**src/rtl/seg7_pkg.sv**
```systemverilog
// Shared constants for the two-digit seven-segment scanner:
// scan state encodings, active-low segment patterns and anode patterns.
package seg7_pkg;

    // Scan states, visited in order SHOW0 -> GAP0 -> SHOW1 -> GAP1
    localparam logic [1:0] SHOW0 = 2'd0;
    localparam logic [1:0] GAP0  = 2'd1;
    localparam logic [1:0] SHOW1 = 2'd2;
    localparam logic [1:0] GAP1  = 2'd3;

    // Segment patterns {g,f,e,d,c,b,a}, active-low
    localparam logic [6:0] SEG_DIGITS [0:9] = '{
        7'h40, 7'h79, 7'h24, 7'h30, 7'h19,
        7'h12, 7'h02, 7'h78, 7'h00, 7'h10
    };
    localparam logic [6:0] SEG_DASH  = 7'h3F;
    localparam logic [6:0] SEG_BLANK = 7'h7F;

    // Anode patterns, active-low: an[1] tens, an[0] units
    localparam logic [1:0] AN_UNITS = 2'b10;
    localparam logic [1:0] AN_TENS  = 2'b01;
    localparam logic [1:0] AN_OFF   = 2'b11;

    // Two BCD-ish digits as captured from the upstream counter
    typedef struct packed {
        logic [3:0] tens;
        logic [3:0] units;
    } digits_t;

endpackage

```
**src/rtl/seg7_decode.sv**
```systemverilog
// Combinational 4-bit value to active-low seven-segment pattern.
// Values above 9 show a dash (segment g only).
module seg7_decode
    import seg7_pkg::*;
(
    input  logic [3:0] value,
    output logic [6:0] seg
);

    // Table lookup for 0..9, dash for everything else
    always_comb begin
        seg = SEG_DASH;
        if (value <= 4'd9) begin
            seg = SEG_DIGITS[value];
        end
    end

endmodule

```
**src/rtl/seg7_scan_2digit.sv**
```systemverilog
// Two-digit multiplexed seven-segment driver with dead time between digits.
// Digits are captured into a shadow register on load and copied into the
// display register once per frame, so a frame never shows a torn value.
module seg7_scan_2digit
    import seg7_pkg::*;
#(
    parameter int REFRESH_DIV = 50000,
    parameter int GAP_CYCLES  = 500
) (
    input  logic       clock,
    input  logic       reset,
    input  logic [3:0] dig1,
    input  logic [3:0] dig0,
    input  logic       load,
    input  logic       blank_lz,
    output logic [6:0] seg,
    output logic [1:0] an,
    output logic       frame_tick
);

    localparam int MAX_CNT = (REFRESH_DIV > GAP_CYCLES) ? REFRESH_DIV : GAP_CYCLES;
    localparam int CNT_W   = (MAX_CNT > 2) ? $clog2(MAX_CNT) : 1;

    localparam logic [CNT_W-1:0] SHOW_LAST = CNT_W'(REFRESH_DIV - 1);
    localparam logic [CNT_W-1:0] GAP_LAST  = CNT_W'(GAP_CYCLES - 1);

    logic [1:0]       state;
    logic [1:0]       state_nx;
    logic [CNT_W-1:0] presc;
    logic             terminal;
    logic             commit;

    digits_t          shadow;
    digits_t          disp;
    digits_t          disp_eff;

    logic [3:0]       dec_in;
    logic [6:0]       dec_seg;
    logic [6:0]       seg_nx;
    logic [1:0]       an_nx;

    // Terminal count depends on whether we are lighting a digit or in dead time
    always_comb begin
        terminal = (state == SHOW0 || state == SHOW1) ? (presc == SHOW_LAST)
                                                      : (presc == GAP_LAST);
        case (state)
            SHOW0:   state_nx = GAP0;
            GAP0:    state_nx = SHOW1;
            SHOW1:   state_nx = GAP1;
            default: state_nx = SHOW0;
        endcase
    end

    // The first SHOW0 cycle (including the one right after reset) is the commit point
    assign commit   = (state == SHOW0) && (presc == '0);
    // During the commit cycle the display already carries the freshly committed digits
    assign disp_eff = commit ? shadow : disp;
    assign dec_in   = (state == SHOW1) ? disp_eff.tens : disp_eff.units;

    seg7_decode u_decode (
        .value (dec_in),
        .seg   (dec_seg)
    );

    // Scan state and prescaler
    always_ff @(posedge clock or posedge reset) begin
        if (reset) begin
            state <= SHOW0;
            presc <= '0;
        end else if (terminal) begin
            state <= state_nx;
            presc <= '0;
        end else begin
            presc <= presc + 1'b1;
        end
    end

    // Shadow capture on load; a commit in the same cycle sees the old value
    always_ff @(posedge clock or posedge reset) begin
        if (reset) begin
            shadow <= '0;
        end else if (load) begin
            shadow <= '{tens: dig1, units: dig0};
        end
    end

    // Frame commit: display register follows the shadow once per frame
    always_ff @(posedge clock or posedge reset) begin
        if (reset) begin
            disp <= '0;
        end else if (commit) begin
            disp <= shadow;
        end
    end

    // Per-state drive; a leading-zero tens digit is dark but keeps its time slot
    always_comb begin
        an_nx  = AN_OFF;
        seg_nx = SEG_BLANK;
        case (state)
            SHOW0: begin
                an_nx  = AN_UNITS;
                seg_nx = dec_seg;
            end
            SHOW1: begin
                if (!(blank_lz && disp_eff.tens == 4'd0)) begin
                    an_nx  = AN_TENS;
                    seg_nx = dec_seg;
                end
            end
            default: begin
                an_nx  = AN_OFF;
                seg_nx = SEG_BLANK;
            end
        endcase
    end

    // Registered outputs; reset forces everything dark immediately
    always_ff @(posedge clock or posedge reset) begin
        if (reset) begin
            seg        <= SEG_BLANK;
            an         <= AN_OFF;
            frame_tick <= 1'b0;
        end else begin
            seg        <= seg_nx;
            an         <= an_nx;
            frame_tick <= commit;
        end
    end

endmodule

```
**config.mk**
```make
export PLATFORM = sky130hd
export DESIGN_NAME = seg7_scan_2digit
export DESIGN_NICKNAME = d
export VERILOG_FILES = /design/src/rtl/seg7_pkg.sv /design/src/rtl/seg7_decode.sv /design/src/rtl/seg7_scan_2digit.sv
export SDC_FILE = /design/constraint.sdc
export NUM_CORES = 1
export LEC_CHECK = 0
export ABC_CLOCK_PERIOD_IN_PS = 7900
export CAP_MARGIN = 10
export CORE_UTILIZATION = 52
export DETAILED_ROUTE_END_ITERATION = 6
export PLACE_DENSITY = 0.74
export SYNTH_ARGS = -nofsm -noshare
export SYNTH_HDL_FRONTEND = slang
export SYNTH_SLANG_ARGS = --single-unit
export TNS_END_PERCENT = 100
```
**constraint.sdc**
```tcl
create_clock -name clock -period 7.9 [get_ports clock]
set_input_delay 1.58 -clock clock [delete_from_list [all_inputs] [get_ports clock]]
set_output_delay 1.58 -clock clock [all_outputs]
set_load 0.005 [all_outputs]
```
Yosys cells after proc, flatten, opt, wreduce, memory -nomap -nowiden
Memory sizes are Yosys's and may differ from the RTL's.
Cells that the tools add are included.
W data, S select, Z words.
{"block": "totals", "register_bits": 44, "rom_bits": 112, "inputBits": 12, "memories": 1}
{"block": "op_classes", "addsub": 1, "n_lt_le_gt_ge": 2, "eq_ne": 4, "n_mux": 12, "bitwise_logic": 1, "n_reduce_logical": 6}
{"name": "(name not given)", "words": 16, "width": 7, "read_ports": 1, "rd_clocked_by_memory_dff": 0, "wr": 0, "line": "seg7_decode.sv:14", "rtl": "seg = SEG_DIGITS[value];"}
{"cell": "$mux W7", "n": 4}
{"cell": "$add A16 B1 Y16 const B", "n": 1}
{"cell": "$eq A16 B16 Y1 const B", "n": 1}
{"cell": "$eq A16 B9 Y1 const B", "n": 1}
{"cell": "$logic_not A16 Y1", "n": 1}
{"cell": "$mux W16", "n": 1}
{"cell": "$pmux W7 S2", "n": 1}
{"cell": "$mux W8", "n": 1}
{"cell": "$pmux W2 S3", "n": 1}
{"cell": "$ge A5 B5 Y1 const B", "n": 1}
{"cell": "$not A4 Y5", "n": 1}
{"cell": "$le A4 B4 Y1 const B", "n": 1}
{"cell": "$logic_not A4 Y1", "n": 1}
{"cell": "$mux W4", "n": 1}
{"cell": "$pmux W2 S2", "n": 1}
{"cell": "$eq A2 B1 Y1 const B", "n": 1}
{"cell": "$eq A2 B2 Y1 const B", "n": 1}
{"cell": "$logic_and A1 B1 Y1", "n": 2}
{"cell": "$logic_not A2 Y1", "n": 1}
{"cell": "$mux W2", "n": 1}
{"cell": "$logic_or A1 B1 Y1", "n": 1}
{"cell": "$mux W1", "n": 1}

Depth between registers and ports, before layout
{"block": "depth", "depth_word": 11, "depth_mapped": 11, "depth_no_buf": 10}

Modules after synthesis
Synthesis repeated with hierarchy kept, for this count alone.
{"block": "unflattened", "cells_unflattened": 186, "hier_area_um2": 2228.4}
{"module": "seg7_scan_2digit", "instances": 1, "cells_each": 161, "area_each_um2": 2011.9, "seq_area_each_um2": 1112.3}
{"module": "seg7_decode", "instances": 1, "cells_each": 25, "area_each_um2": 216.5, "seq_area_each_um2": 0.0}

Worst setup path before layout
Ideal clock, no wire load.
{"block": "synth_path", "path_type": "register -> register", "from": "register presc[11]", "to": "register seg[0]", "setup_time_ns": 0.086, "t_arrival_ns": 2.873, "t_required_ns": 7.814, "setup_slack_ns": 4.942, "path_stages_with_launch": 10, "path_cell_list": "dfrtp_1 or4_4 nor4_4 buf_2 mux4_2 inv_1 ha_1 nor2_1 and2_1 a2111o_1"}
{"block": "synth_between", "elab_chain_cells": 11, "word_cells_on_any_way": 14}
{"item": "start: declaration", "line": "seg7_scan_2digit.sv:29", "rtl": "logic [CNT_W-1:0] presc;"}
{"item": "start signal: assignment", "line": "seg7_scan_2digit.sv:74", "rtl": "presc <= presc + 1'b1;"}
{"item": "$logic_not A16 Y1 (*)", "line": "seg7_scan_2digit.sv:55", "rtl": "assign commit = (state == SHOW0) && (presc == '0);"}
{"item": "$logic_and A1 B1 Y1 (*)", "line": "seg7_scan_2digit.sv:55"}
{"item": "$mux W8 (*)"}
{"item": "$mux W4", "line": "seg7_scan_2digit.sv:58", "rtl": "assign dec_in = (state == SHOW1) ? disp_eff.tens : disp_eff.units;"}
{"item": "$not A4 Y5 (implied by the code)", "line": "seg7_decode.sv:14"}
{"item": "$mem_v2 Z16 W7"}
{"item": "$mux W7 (implied by the code) (2 in a row)", "line": "seg7_decode.sv:14"}
{"item": "$mux W7", "line": "seg7_decode.sv:13", "rtl": "if (value <= 4'd9) begin"}
{"item": "$mux W7", "line": "seg7_scan_2digit.sv:106", "rtl": "if (!(blank_lz && disp_eff.tens == 4'd0)) begin"}
{"item": "$pmux W7 S2 (*)", "line": "seg7_scan_2digit.sv:100", "rtl": "case (state)"}
{"item": "via seg_nx[0]", "line": "seg7_scan_2digit.sv:39", "rtl": "logic [6:0] seg_nx;"}
{"item": "end signal: assignment", "line": "seg7_scan_2digit.sv:125", "rtl": "seg <= seg_nx;"}
{"item": "end: declaration", "line": "seg7_scan_2digit.sv:16", "rtl": "output logic [6:0] seg,"}
The timed path passes the listed nets; every way through them passes the cells marked *. The select of a mux whose other input is x is not followed.
A chain may end at the register's enable or synchronous reset.

Final worst setup path
{"block": "layout_path", "from": "register state[0]", "to": "register seg[3]"}
{"block": "layout_between", "elab_chain_cells": 11, "word_cells_on_any_way": 15}
{"item": "start: declaration", "line": "seg7_scan_2digit.sv:27", "rtl": "logic [1:0] state;"}
{"item": "start signal: assignment", "line": "seg7_scan_2digit.sv:71", "rtl": "state <= state_nx;"}
{"item": "$logic_not A2 Y1", "line": "seg7_scan_2digit.sv:55, seg7_scan_2digit.sv:100"}
{"item": "$logic_and A1 B1 Y1", "line": "seg7_scan_2digit.sv:55"}
{"item": "$mux W8"}
{"item": "$mux W4", "line": "seg7_scan_2digit.sv:58"}
{"item": "$not A4 Y5 (implied by the code)", "line": "seg7_decode.sv:14"}
{"item": "$mem_v2 Z16 W7"}
{"item": "$mux W7 (implied by the code) (2 in a row)", "line": "seg7_decode.sv:14"}
{"item": "$mux W7", "line": "seg7_decode.sv:13"}
{"item": "$mux W7", "line": "seg7_scan_2digit.sv:106"}
{"item": "$pmux W7 S2 (*)", "line": "seg7_scan_2digit.sv:100"}
{"item": "via seg_nx[3]", "line": "seg7_scan_2digit.sv:39"}
Marked as above.

==> impl_metrics.yaml <==
yosys:
  async_flop_share: 1.00
  synth_top_area_share: 0.399
  avgSynthCellArea_um2: 11.8
  synth.distinct_cells: 41
  yosysSeqAreaShare: 0.507
  synth_area_leader_cell: "dfrtp_1"
  yosysWarnings: 0
  synth_ff_type: "dfrtp_1"
  synthCells: 186
  syn_nets: 208
  synthTopCellsByArea: "dfrtp_1 40%, dfstp_2 11%, mux2_2 9.2%"
  syn_area_um2: 2190
  synth-edff-count: 0
  ys_ff_latch: 44
global_routing:
  grt_pass1_vias: 1493
  grt-ovfl-total: 0
  grt_pass1_wl_mm: 6.69
  grt_max_degree: 45
  antenna_found_initial: 0
  track_usage: 0.204
drt:
  drc: 0
  vias: 1437
  drtAntennaViolNets: 0
  detailedRoute.firstPassIterationCount: 4
  totalWireLength_mm: 3.77
  viasPerCell: 5.55
  dr.first_iter.drc_count: 94
  routedWlPerCell_um: 14.6
power:
  power_density_nw_per_um2: 164
  vdd_ir_drop_max_mv: 0.0957
  leakagePower_nw: 1.10
die:
  row_count: 23
  die_h_um: 67.0
  fp.coreArea_um2: 4030
  die_area_um2: 4480
  ioPinCount: 22
  die_w_um: 67.0
  initial_core_util: 0.545
clocking:
  numClockSinks: 44
  clock_latency_ps: 290
  clk_pin_slew_ps: 80
  h-tree-depth: 2
  hold_buffers: 0
  cts_tree: "built"
  cts_setup_buffers: 0
  cts_inserted_buffers: 5
  cts-resized-gates: 0
  clk_path_buf_depth: 2
  cts_root_buf: "clkbuf_8"
setup_path:
  path_max_fanout: 13
  start_kind: "flop"
  crit_arrival_ps: 3730
  crit_type: "flop to flop"
  cp.required_ps: 8120
  cp-end-kind: "flop"
finish:
  fin_util: 0.626
  area_growth_syn_to_layout_pct: 14.9
  final_nets: 231
  fill_cells: 316
  fin_area_um2: 2520
  drive_above_1_share: 0.191
  antenna_cells: 0
hold_path:
  min_path_type: "flop to flop"
place:
  gp_congestion: 0.802
  port_buffers: 21
  hpwl_mm: 2.72
  placedInstanceArea_um2: 2440
timing:
  period_share: 0.445
  setup_violations: 0
  clock_skew_ps: 6.05
  tightest_slew_ps: 831
  report.final.slew_viol_count: 0
  rsz0062_at_grt: "no"
  fin_setup_tns_ps: 0
  hold_violations: 0
  slew_headroom: 0.442
  min_period_ps: 3520
  max_freq_ghz: 0.284
run_status:
  status: "complete, no violations"
flow_run:
  maxCapViolations: 0
-- state kept, by name, indices dropped and copies added, names as in the netlist --
name,count
disp,8
seg,7
shadow,8
presc,16
an,2
state,2
frame_tick,1
-- logic make-up (layout without fill, tap and decap cells) --
logic type      after synthesis  in the layout  synth area share
simple gates                 58             58             0.138
flops                        44             44             0.507
mux                          22             22             0.139
compound gates               20             20            0.0690
buf+inv                      18             41            0.0348
xor+xnor                     14             14            0.0559
fa+ha+maj                    10             10            0.0570
-- report_power, final --
group / total [W] / switching (W) / internal, W
sequential: 0.000243 / 0.00000588 / 0.000237
clock: 0.000131 / 0.0000709 / 0.0000601
combinational: 0.0000392 / 0.0000163 / 0.0000228
total: 0.000413 / 0.0000931 / 0.000320
-- layer usage --
layer,part of all wire,up-vias,GRT usage
met2,0.48,32,0.333
met1,0.47,708,0.252
met5,0,-,0
met3,0.040,6,0.0616
met4,0.016,0,0.0798
li1,-,691,-
-- placed cells by master (no fill, tap or decap), types with 2 or more instances in the layout --
cell | netlist | final
mux4_1 | 3 | 3
xnor2_1 | 6 | 6
nor4_1 | 3 | 3
a2111o_1 | 2 | 2
nand2_1 | 8 | 8
nor2_1 | 19 | 19
inv_1 | 12 | 12
clkdlybuf4s50_1 | 0 | 21
o21bai_1 | 3 | 3
o21a_1 | 4 | 4
nor3_1 | 5 | 5
mux2_2 | 18 | 18
ha_1 | 10 | 10
xor2_1 | 8 | 8
and3_1 | 3 | 3
dfstp_2 | 9 | 9
nand3_1 | 8 | 8
a21oi_1 | 4 | 4
dfrtp_1 | 35 | 35
clkbuf_8 | 0 | 5
nand2b_1 | 2 | 2
-- final cells by class --
cell class                 instances  area (um2)  share of cell area
multi-input combinational        124        1010               0.399
clock buffer                       6        72.6              0.0288
tap                               50        62.6              0.0248
inverter                          12        45.0              0.0179
timing repair buffer              22         218              0.0864
clock inverter                     1        5.00             0.00199
sequential                        44        1110               0.441
-- critical path, stage by stage, from the launching register on --
cell and delay (ps):
dfrtp_1 410, inv_1 130, ha_1 210, nand3_1 160, nor4_4 770, mux4_1 720, inv_1 140, ha_1 220
nor2_1 100, and2_1 180, a2111o_1 380
-- Yosys cell counts, types with 2 or more instances --
cell type and instances:
dfrtp_1 35, nor2_1 19, mux2_2 18, inv_1 12, ha_1 10, dfstp_2 9
nand2_1 8, nand3_1 8, xor2_1 8, xnor2_1 6, nor3_1 5, a21oi_1 4
o21a_1 4, and3_1 3, mux4_1 3, nor4_1 3, o21bai_1 3, a2111o_1 2
buf_4 2, clkbuf_1 2, nand2b_1 2
-- stage by stage --
step / cells / worst slack (ps) / power (W) / hold WS, ps
after global routing: 259 / 4140 / 0.000433 / 523
after CTS: 259 / 4380 / 0.000417 / 500
after floorplan: 186 / 4940 / 0.000269 / 464
after detailed placement: 252 / 4420 / 0.000287 / 486
after global placement: 252 / 4570 / 0.000285 / 478
final: 259 / 4380 / 0.000413 / 505
-- final timing paths --
path | slack, ps | from | depth (start not counted) | endpoint
max reg2reg | 4380 | state[0] | 10 | seg[3]
min reg2reg | 510 | presc[10] | 1 | presc[10]
min in group asynchronous | 1710 | reset | 3 | presc[12]
max in group asynchronous | 5810 | reset | 3 | seg[4]
max | 4380 | state[0] | 10 | seg[3]
min | 510 | presc[10] | 1 | presc[10]
(Power assumes the default switching activity.)
